[config.mk]
export PLATFORM = sky130hd
export DESIGN_NAME = imem_port_arbiter
export DESIGN_NICKNAME = d
export VERILOG_FILES = /design/src/rtl/imem_port_arbiter.sv
export SDC_FILE = /design/constraint.sdc
export NUM_CORES = 1
export LEC_CHECK = 0
export CAP_MARGIN = 20
export CORE_AREA = 8 8 191 193
export CTS_CLUSTER_SIZE = 20
export DETAILED_ROUTE_END_ITERATION = 8
export DIE_AREA = 0 0 199 201
export PLACE_DENSITY = 0.7
export SYNTH_ARGS = -nofsm -noshare
export SYNTH_HDL_FRONTEND = slang
export SYNTH_SLANG_ARGS = --single-unit
[constraint.sdc]
create_clock -name clk -period 5.97 [get_ports clk]
set_input_delay 1.194 -clock clk [delete_from_list [all_inputs] [get_ports clk]]
set_output_delay 1.194 -clock clk [all_outputs]
set_load 0.005 [all_outputs]
[src/rtl/imem_port_arbiter.sv]
// Instruction-memory port arbiter.
// Shares one combinational instruction-memory read port between the fetch
// stage (F) and the debug/trace reader (D). The winning address is registered,
// the memory word and fault information are captured one cycle later, and the
// result is held on a valid/ready response channel until the owner takes it.
// Fetch has priority, but after FETCH_BURST consecutive fetch wins against a
// waiting debug request the debug side is served once.
module imem_port_arbiter #(
    parameter int FETCH_BURST = 4,
    parameter int ADDR_W      = 64
) (
    input  logic              clk,
    input  logic              rst,

    input  logic              f_req,
    input  logic [ADDR_W-1:0] f_addr,
    output logic              f_gnt,
    input  logic              f_flush,
    output logic              f_rvalid,
    input  logic              f_rready,
    output logic [31:0]       f_rdata,
    output logic              f_exc_en,
    output logic [3:0]        f_exc_code,
    output logic [ADDR_W-1:0] f_exc_val,

    input  logic              d_req,
    input  logic [ADDR_W-1:0] d_addr,
    output logic              d_gnt,
    output logic              d_rvalid,
    input  logic              d_rready,
    output logic [31:0]       d_rdata,
    output logic              d_exc_en,
    output logic [3:0]        d_exc_code,
    output logic [ADDR_W-1:0] d_exc_val,

    output logic [ADDR_W-1:0] mem_addr,
    input  logic [31:0]       mem_instr,
    input  logic              mem_exc_en,
    input  logic [3:0]        mem_exc_code,
    input  logic [ADDR_W-1:0] mem_exc_val
);

    typedef enum logic [1:0] {
        IDLE   = 2'd0,
        ACCESS = 2'd1,
        RESP   = 2'd2
    } state_t;

    typedef enum logic {
        OWNER_F = 1'b0,
        OWNER_D = 1'b1
    } owner_t;

    localparam logic [3:0] BURST_MAX = 4'(FETCH_BURST);

    state_t              state_q, state_d;
    owner_t              owner_q, owner_d;
    logic [ADDR_W-1:0]   addr_q, addr_d;
    logic [3:0]          burst_cnt_q, burst_cnt_d;
    logic [31:0]         rdata_q, rdata_d;
    logic                exc_en_q, exc_en_d;
    logic [3:0]          exc_code_q, exc_code_d;
    logic [ADDR_W-1:0]   exc_val_q, exc_val_d;

    logic resp_is_f;
    logic resp_is_d;
    logic f_drop;
    logic retire;
    logic accept;
    logic burst_full;
    logic grant_f;
    logic grant_d;

    // Decide whether the port can take a new request this cycle and who wins it.
    always_comb begin
        resp_is_f  = (state_q == RESP) && (owner_q == OWNER_F);
        resp_is_d  = (state_q == RESP) && (owner_q == OWNER_D);
        f_drop     = resp_is_f && f_flush;
        retire     = (resp_is_f && f_rready) || (resp_is_d && d_rready);
        accept     = !rst && ((state_q == IDLE) || retire || f_drop);
        burst_full = (burst_cnt_q == BURST_MAX);
        grant_f    = accept && f_req && !(d_req && burst_full);
        grant_d    = accept && d_req && !grant_f;
    end

    // Next-state, address, response-capture and anti-starvation counter logic.
    always_comb begin
        state_d     = state_q;
        owner_d     = owner_q;
        addr_d      = addr_q;
        burst_cnt_d = burst_cnt_q;
        rdata_d     = rdata_q;
        exc_en_d    = exc_en_q;
        exc_code_d  = exc_code_q;
        exc_val_d   = exc_val_q;

        case (state_q)
            IDLE, RESP: begin
                if (grant_f) begin
                    addr_d  = f_addr;
                    owner_d = OWNER_F;
                    state_d = ACCESS;
                end else if (grant_d) begin
                    addr_d  = d_addr;
                    owner_d = OWNER_D;
                    state_d = ACCESS;
                end else if (accept) begin
                    state_d = IDLE;
                end
            end
            ACCESS: begin
                if ((owner_q == OWNER_F) && f_flush) begin
                    state_d = IDLE;
                end else begin
                    rdata_d    = mem_instr;
                    exc_en_d   = mem_exc_en;
                    exc_code_d = mem_exc_code;
                    exc_val_d  = mem_exc_val;
                    state_d    = RESP;
                end
            end
            default: begin
                state_d = IDLE;
            end
        endcase

        if (!d_req || grant_d) begin
            burst_cnt_d = 4'd0;
        end else if (grant_f && !burst_full) begin
            burst_cnt_d = burst_cnt_q + 4'd1;
        end
    end

    // State and response registers; reset abandons any access in flight.
    always_ff @(posedge clk or posedge rst) begin
        if (rst) begin
            state_q     <= IDLE;
            owner_q     <= OWNER_F;
            addr_q      <= '0;
            burst_cnt_q <= 4'd0;
            rdata_q     <= 32'd0;
            exc_en_q    <= 1'b0;
            exc_code_q  <= 4'd0;
            exc_val_q   <= '0;
        end else begin
            state_q     <= state_d;
            owner_q     <= owner_d;
            addr_q      <= addr_d;
            burst_cnt_q <= burst_cnt_d;
            rdata_q     <= rdata_d;
            exc_en_q    <= exc_en_d;
            exc_code_q  <= exc_code_d;
            exc_val_q   <= exc_val_d;
        end
    end

    assign f_gnt      = grant_f;
    assign d_gnt      = grant_d;
    assign f_rvalid   = resp_is_f && !f_flush;
    assign d_rvalid   = resp_is_d;
    assign mem_addr   = addr_q;

    assign f_rdata    = rdata_q;
    assign f_exc_en   = exc_en_q;
    assign f_exc_code = exc_code_q;
    assign f_exc_val  = exc_val_q;
    assign d_rdata    = rdata_q;
    assign d_exc_en   = exc_en_q;
    assign d_exc_code = exc_code_q;
    assign d_exc_val  = exc_val_q;

endmodule

==> metrics <==
CTS sink count=172; EDFF count, synth=0; P_sw=0.00174 W; H-tree depth=4; CP max stage delay=0.75 ns; Hold Crit Class=reg -> reg; 1st-iter DRT viols=118; status=finished, final reports clean; final hold viol count=0; placed cell areas=13,000 um^2; P_leak=around 5.5 nW; sequential power share=between 30% and 40%; number of placed instances, taps included=1,398; IO Port Bufs=505; fmax=0.215 GHz; Post-Layout Inst Area=13,600 um^2; pre-CTS WS=1.28 ns; slew margin rel.=between 30% and 40%; drt first pass iters=4; RSZ-0062 raised after global routing=false; Most common cell on crit path=clkdlybuf4s50_1; cell area after synthesis=8320 um^2; starting density of the core=25.0%; setup_tns=0 ns; Arrival @ worst endpoint=3.47 ns; number of hold buffers added after cts=0; vias in the first global route=approximately 6,700; clock slew at the register clock pins of the worst setup and hold paths=0.06 ns; vias per inst=a little over 4; Layout Nets=1,207; max-cap violations=0; Synth top area share=51.7%; fin crit share=about four fifths; Slew @ Worst Pin=roughly 0.97 ns; most frequent cell after synthesis=dfrtp_1; post-synthesis sequential area ratio=51.7%; Setup WS post-layout=1.31 ns; Clk pwr share=approximately 18%; crit path launch type=input port; FP Rows=67; Die ar.=40,000 um^2; CTS max path bufs=2; ant diodes=0; Comb pwr share=47.1%; Pint=approximately 0.0042 W; worst reg2reg path depth=5; Crit. End Element=output pin; Finished Core Util=40.8%; top cell type by total area after synthesis=dfrtp_1; die height=201 um; WL/cell=19.3 um; post-synthesis cell type count=31; Tot GR Track Use=between 10% and 20%; DRC viols=0; max-slew violations=0; Area Growth Syn to Fin=63.3%; layout cell share with drive strength beyond 1=18.6%; Finished Layout Cells=1,430; skew final=0.0139 ns; Crit Path Class=in -> out; core area=~33,000 um^2; first-pass GRT wire length=approximately 41,000 um; RD Place Congestion=0.776; Antenna Violating Nets Remaining=0; asr flop ratio synth=100%; gr ovfl total=0; DP HPWL=22,200 um; post-synthesis average cell area=14.7 um^2; cts repair resizes=0; hold depth=1; min cycle time layout=~4.7 ns; Root Buffer Master=clkbuf_16; Seq cells post-synth=172; worst-path fanout max=11; Die Width=199 um; cells after synthesis=approximately 570; top post-synthesis cells by count=dfrtp_1 (172), buf_4 (109), mux2_2 (91); I/O pins=just over 500; Worst Path Required=4.78 ns; switching share of power=29.2%; Ys Warns=0; Post-CTS Setup Repair Bufs=0; critical-path cell list=clkdlybuf4s50_1 -> nor4b_2 -> nor4_2 -> and3_1 -> clkdlybuf4s50_1; initial antenna violation count=1; Main synth FF type=dfrtp_1; synth top area cells=dfrtp_1 (52%), mux2_2 (12%), mux2_1 (12%), buf_4 (9.8%), mux2_4 (8.8%); TritonCTS clock tree=built; final setup fails=0; Syn Nets=just over 800; cts bufs inserted=17; worst-skew pair later-pin latency=0.43 ns; number of fill cells=between 3,000 and 4,000; WL final=27,600 um; pin count of the biggest net entering global routing=94; power per cell area=439 nW/um^2; Peak VDD IR=about 190 uV; routed vias=5,870; Slowest cell on crit path=nor4_2
-- cells in the final DEF (no fill, tap or decap), types with 2 or more instances in the layout --
| cell | count |
|---|---|
| clkdlybuf4s50_1 | 505 |
| dfrtp_1 | 172 |
| mux2_2 | 91 |
| mux2_1 | 89 |
| mux2_4 | 49 |
| clkbuf_16 | 17 |
| nand2_1 | 6 |
| inv_1 | 5 |
| clkinvlp_4 | 5 |
| buf_4 | 4 |
| clkinv_4 | 3 |
| inv_8 | 3 |
| nand3_1 | 2 |
| a21boi_0 | 2 |
| nor2_1 | 2 |
| inv_6 | 2 |
| ha_1 | 2 |
| clkbuf_1 | 2 |
| buf_12 | 2 |
-- power groups by stage --
| stage | Clock, W | Sequential, W | Combinational [W] |
|---|---|---|---|
| after floorplan | 0 | 0.00205 | 0.00121 |
| after global placement | 0 | 0.00211 | 0.00282 |
| after detailed placement | 0 | 0.00212 | 0.00288 |
| after CTS | 0.00110 | 0.00211 | 0.00288 |
| after global routing | 0.00115 | 0.00218 | 0.00299 |
| final | 0.00106 | 0.00210 | 0.00281 |
-- final cells by class --
class | count | area, um^2 | area share [%]
well taps | 448 | 561 | 4.13
clock buffers | 20 | 447 | 3.29
inverters | 6 | 27.5 | 0.203
flip-flops and latches | 172 | 4300 | 31.7
repair buffers | 511 | 5120 | 37.7
multi-input cells | 261 | 3020 | 22.2
clock inverters | 12 | 106 | 0.783
-- logic make-up after synthesis --
family          count (synthesis)  synth area share, %
buf+inv                       134                 12.3
fa+ha+maj                       2                0.301
compound gates                 12                 1.13
flops                         172                 51.7
simple gates                   18                 1.35
mux                           229                 33.2
-- worst max-delay path: cells and delay by family --
family / cells / cell delay (ns)
AND/OR/NAND/NOR: 3 / 1.10
buffers and inverters: 2 / 1.16
-- per-layer routing --
layer | global-route usage, % | up-vias | wire length, um | part of all wire, %
met5 | 0 | - | 13 | 0.047
met4 | 3.65 | 2 | 393 | 1.4
met3 | 5.00 | 24 | 2760 | 10
met2 | 24.0 | 297 | 14000 | 51
met1 | 14.5 | 2871 | 10400 | 38
li1 | - | 2676 | - | -
-- flip-flops by register name, indices dropped and copies added (netlist names) --
register	count
burst_cnt_q	4
d_exc_code	4
d_exc_en	1
d_exc_val	64
d_rdata	32
mem_addr	64
owner_q	1
state_q	2
-- worst paths after layout --
path                                     from            end  slack (ns)
min in group asynchronous                 rst  d_exc_val[15]        1.30
worst min register to register  d_exc_val[50]  d_exc_val[50]        0.51
worst max-delay path                  f_flush          d_gnt        1.31
worst max register to register     state_q[1]   mem_addr[29]        2.92
max in group asynchronous                 rst   mem_addr[36]        3.63
worst min-delay path            d_exc_val[50]  d_exc_val[50]        0.51
-- per-stage QoR --
stage,power (W),hold slack [ns]
floorplan,0.00325,0.488
global placement,0.00493,0.490
detailed placement,0.00500,0.495
CTS,0.00610,0.514
global route,0.00632,0.528
finish,0.00596,0.510
Note: power is estimated with default switching activity, not from simulation.
==> RTL change 1: new RTL, same settings <==
The parameter `ADDR_W` goes from 64 to 68.
--- a/src/rtl/imem_port_arbiter.sv
+++ b/src/rtl/imem_port_arbiter.sv
@@ -8,5 +8,5 @@
 module imem_port_arbiter #(
     parameter int FETCH_BURST = 4,
-    parameter int ADDR_W      = 64
+    parameter int ADDR_W      = 68
 ) (
     input  logic              clk,
Ports: changed (6 resized); port bits go from 506 to 530. No check against the original RTL was run, so the function may have changed too.
==> RTL change 1 against the original RTL <==
Area after synthesis grew 1.2%. Register-to-register slack gained 0.23 ns. Worst setup slack gained 0.27 ns. Routed wire length grew 9.3%. Design area grew 3.3%. Final cell count grew 3.4%. Utilization grew 1.3 points. Total power grew 5.2%. Sequential cell count grew 8.
==> RTL change 1: results (changes against the original RTL) <==
Setup path
  – R2r endpoint: mem_addr[47]
  – Setup crit end: f_gnt
  – FF-to-FF setup slack: 3.15 ns (+0.23 ns)
  – Max stage delay on crit path: 0.64 ns (-0.11 ns)
  – Crit Path Max Fanout: 5 (-6)
  – CP max stage cell: or4_1

Routing
  – Initial DRC Count: 212 (+80%)
  – Vias per cell: 4.18 (+1.8%)
  – Met2 wire length: 15.0 mm (+7.2%)
  – Top sig layer: met4
  – Routed WL: 30.2 mm (+9.3%)
  – Met3 wire len: 2.99 mm (+8.0%)

Global routing
  – Vias in the first global route: 7151 (+7.1%)
  – First-pass GRT wire length: 44.9 mm (+8.6%)

Power
  – Power share of the clock group: 0.182 (+0.005)
  – Sw Ratio: 0.292 (about the same)
  – Worst VDD drop: 0.259 mV (+34%)
  – Leak: 5.52 nW (+1.3%)
  – Psw: 0.00183 W (+5.3%)

Layout
  – Share of cells above drive strength 1: 0.267 (+0.0806)
  – Non-filler cells in the finished layout: 1479 (+3.4%)
  – Nets@finish: 1267 (+5.0%)

STA
  – Actual slew at the worst max-slew pin: 0.879 ns (-0.0898 ns)
  – Fin worst setup slack: 1.58 ns (+0.267 ns)

Yosys
  – Avg Cell Area, Syn: 14.2 µm² (-3.3%)
  – Syn Nets: 843 (+4.7%)
  – Top post-synthesis cells by area: dfrtp_1 (54%), mux2_2 (31%), buf_4 (9.8%), mux2_1 (1.2%), clkbuf_1 (0.58%)
  – Synth cell types: 32 (+3.2%)
  – Post-synthesis sequential area ratio: 0.535 (+0.0179)

Place
  – GPL Wtd Cong: 0.788 (+1.6%)
  – Dpl hpwl: 23.8 mm (+7.3%)
  – Port buffer count: 529 (+4.8%)

Hold path
  – Worst hold endpoint: mem_addr[0]
  – HP Start: mem_addr[0]

Outcome
  – Status: completed

Clocking
  – Htree depth: 4 (unchanged)
## RTL change 1: changes by cell type in the layout (fill, tap and decap cells not counted), sizes merged, moves of 2 or more
cell / unedited run / this run
inv: 10 / 13
nand2b: 2 / 0
a21oi: 1 / 3
dfrtp: 172 / 180
a21boi: 2 / 0
nand3: 2 / 0
clkdlybuf4s50: 505 / 529
nand4: 0 / 2
nor2: 2 / 5
clkinvlp: 5 / 3
mux2: 229 / 241
## RTL change 1: cells by family (layout without fill, tap and decap cells)
kind of cell    count (synthesis)  after routing  share of synthesized area
compound gates                 10             10                    0.00862
fa+ha+maj                       2              2                    0.00297
buf+inv                       137            574                      0.113
flops                         180            180                      0.535
mux                           241            241                      0.322
other cells                     0              1                          0
simple gates                   23             23                     0.0177
## RTL change 1: cell type report
cell class	count	area (µm²)
inverters	6	26.3
diodes	1	2.50
clock buffers	19	453
flip-flops and latches	180	4500
clock inverters	13	136
multi-input cells	276	2980
fillers	3112	19200
repair buffers	536	5370
well taps	448	561
==> RTL change 2: new RTL, config.mk and constraints unchanged <==
Made on the original files. Compare `burst_cnt_q` against `BURST_MAX` with >= in place of ==.
--- a/src/rtl/imem_port_arbiter.sv
+++ b/src/rtl/imem_port_arbiter.sv
@@ -79,5 +79,5 @@
         retire     = (resp_is_f && f_rready) || (resp_is_d && d_rready);
         accept     = !rst && ((state_q == IDLE) || retire || f_drop);
-        burst_full = (burst_cnt_q == BURST_MAX);
+        burst_full = (burst_cnt_q >= BURST_MAX);
         grant_f    = accept && f_req && !(d_req && burst_full);
         grant_d    = accept && d_req && !grant_f;
Formal check against the unedited RTL: same outputs for any inputs over 4 cycles, from zero or initial values and one cycle with rst high; that may be too few to reach the edited logic, so the function may still have changed.
==> RTL change 2 against the original RTL <==
Area after synthesis increased by 12%. Routed wire length increased by 25%. Register-to-register slack improved by 0.19 ns. Non-clock buffer count increased by 4. Total power increased by 1.2%. Global-route usage increased by 3.3 points. Worst setup slack improved by 0.13 ns. Design area increased by 6.5%. Sequential share of layout area decreased by 1.9 points. Sequential cell count unchanged. Critical endpoint unchanged. Largest power group unchanged. Highest routed layer unchanged.
==> RTL change 2: results (changes against the original RTL) <==
Outcome
  – Status: completed

Routing
  – Initial DRC Count: 297 (+150%)
  – Routed vias: 7577 (+29%)
  – DR pass1 iterations: 4 (unchanged)
  – Routed WL: 34.5 mm (+25%)

Yosys
  – Largest family of logic cells by synthesized area: multiplexers
  – Post-synthesis adder-cell area fraction: 0.00135 (-0.00166)
  – Top post-synthesis cells by area: dfrtp_1 (46%), mux2_2 (12%), o211ai_1 (10%), buf_4 (9.0%), mux2_4 (7.9%)
  – Most frequent cells after synthesis: dfrtp_1 (172), o211ai_1 (128), buf_4 (111), mux2_2 (95), nand2_1 (67)
  – Synth cell types: 33 (+6.5%)
  – Yosys warnings: 0 (unchanged)
  – Syn Nets: 1026 (+27%)
  – Synth Area in Compound Gates: 0.108 (+0.0970)
  – Post-synthesis xor/xnor area fraction: 0 (unchanged)
  – Post-synthesis mux area share: 0.223 (-0.109)
  – Post-synthesis sequential area ratio: 0.463 (-0.0544)

Power
  – Sw Ratio: 0.294 (+0.00185)
  – Sequential Power: 0.00209 W
  – Leak: 5.65 nW (+3.5%)
  – Worst VDD drop: 0.220 mV (+13%)
  – Combinational fraction of design power: 0.475 (+0.004)
  – Reg power frac: 0.347 (-0.005)

Layout
  – Nets@finish: 1396 (+16%)
  – Share of cells above drive strength 1: 0.166 (-0.0200)
  – Fill cell count: 3167 (+0.92%)

Global routing
  – Vias in the first global route: 7938 (+19%)
  – Initial antenna violation count: 4 (+3)
  – GRT Util Overall: 0.167 (+0.0330)
  – First-pass GRT wire length: 51.2 mm (+24%)
  – Largest net degree at the start of global routing: 107 (+14%)

Setup path
  – CP Data Arrival Time: 3.34 ns (-0.13 ns)
  – R2r startpoint: burst_cnt_q[2]
  – R2r endpoint: mem_addr[19]
  – FF-to-FF setup slack: 3.11 ns (+0.19 ns)
  – Crit Path Max Fanout: 8 (-3)
  – Setup crit end: d_gnt
  – CP startpoint: rst

Hold path
  – Worst Hold Class: reg -> reg
  – HP Start: mem_addr[58]
  – Worst Hold Path Cells: 1 (unchanged)
  – Worst hold endpoint: mem_addr[58]

Clocking
  – Htree depth: 4 (unchanged)
  – Post_cts resized: 0 (unchanged)
  – Worst-skew pair later-pin latency: 0.44 ns
  – TritonCTS buffer count: 17 (unchanged)

STA
  – Hold_ws: 0.508 ns (-0.00175 ns)
  – Slew headroom: 0.376 (+0.0232)
  – Final setup fails: 0 (unchanged)
  – Post-route clock skew: 0.00924 ns (-0.00465 ns)

Place
  – GPL Wtd Cong: 0.811 (+4.5%)
  – Dpl hpwl: 26.6 mm (+20%)
-- RTL change 2: worst max-delay path, cell delays in order --
cell,delay (ns)
clkdlybuf4s50_1,0.51
or2_1,0.31
or3_1,0.50
a211oi_1,0.29
clkdlybuf4s50_1,0.55
-- RTL change 2: layer usage --
layer	vias up	track usage	wire, µm
li1	3443	-	-
met1	3795	0.188	13200
met2	303	0.301	18000
met3	34	0.0451	2610
met4	2	0.0511	667
met5	-	0	13
-- RTL change 2: through the flow --
stage,std cells,area [µm²],worst slack [ns],util
after floorplan,789,9300,0.116,-
after global placement,1588,13900,1.46,0.418
after detailed placement,1588,13900,1.44,0.418
after CTS,1620,14500,1.42,0.435
after global routing,1621,14500,1.35,0.435
final,1621,14500,1.43,0.435
-- RTL change 2: cell type report --
type / instances / share of cell area
well taps: 448 / 0.0387
flip-flops and latches: 172 / 0.298
repair buffers: 515 / 0.355
diodes: 1 / 0.000173
clock buffers: 20 / 0.0316
clock inverters: 12 / 0.00692
inverters: 5 / 0.00182
multi-input cells: 448 / 0.268
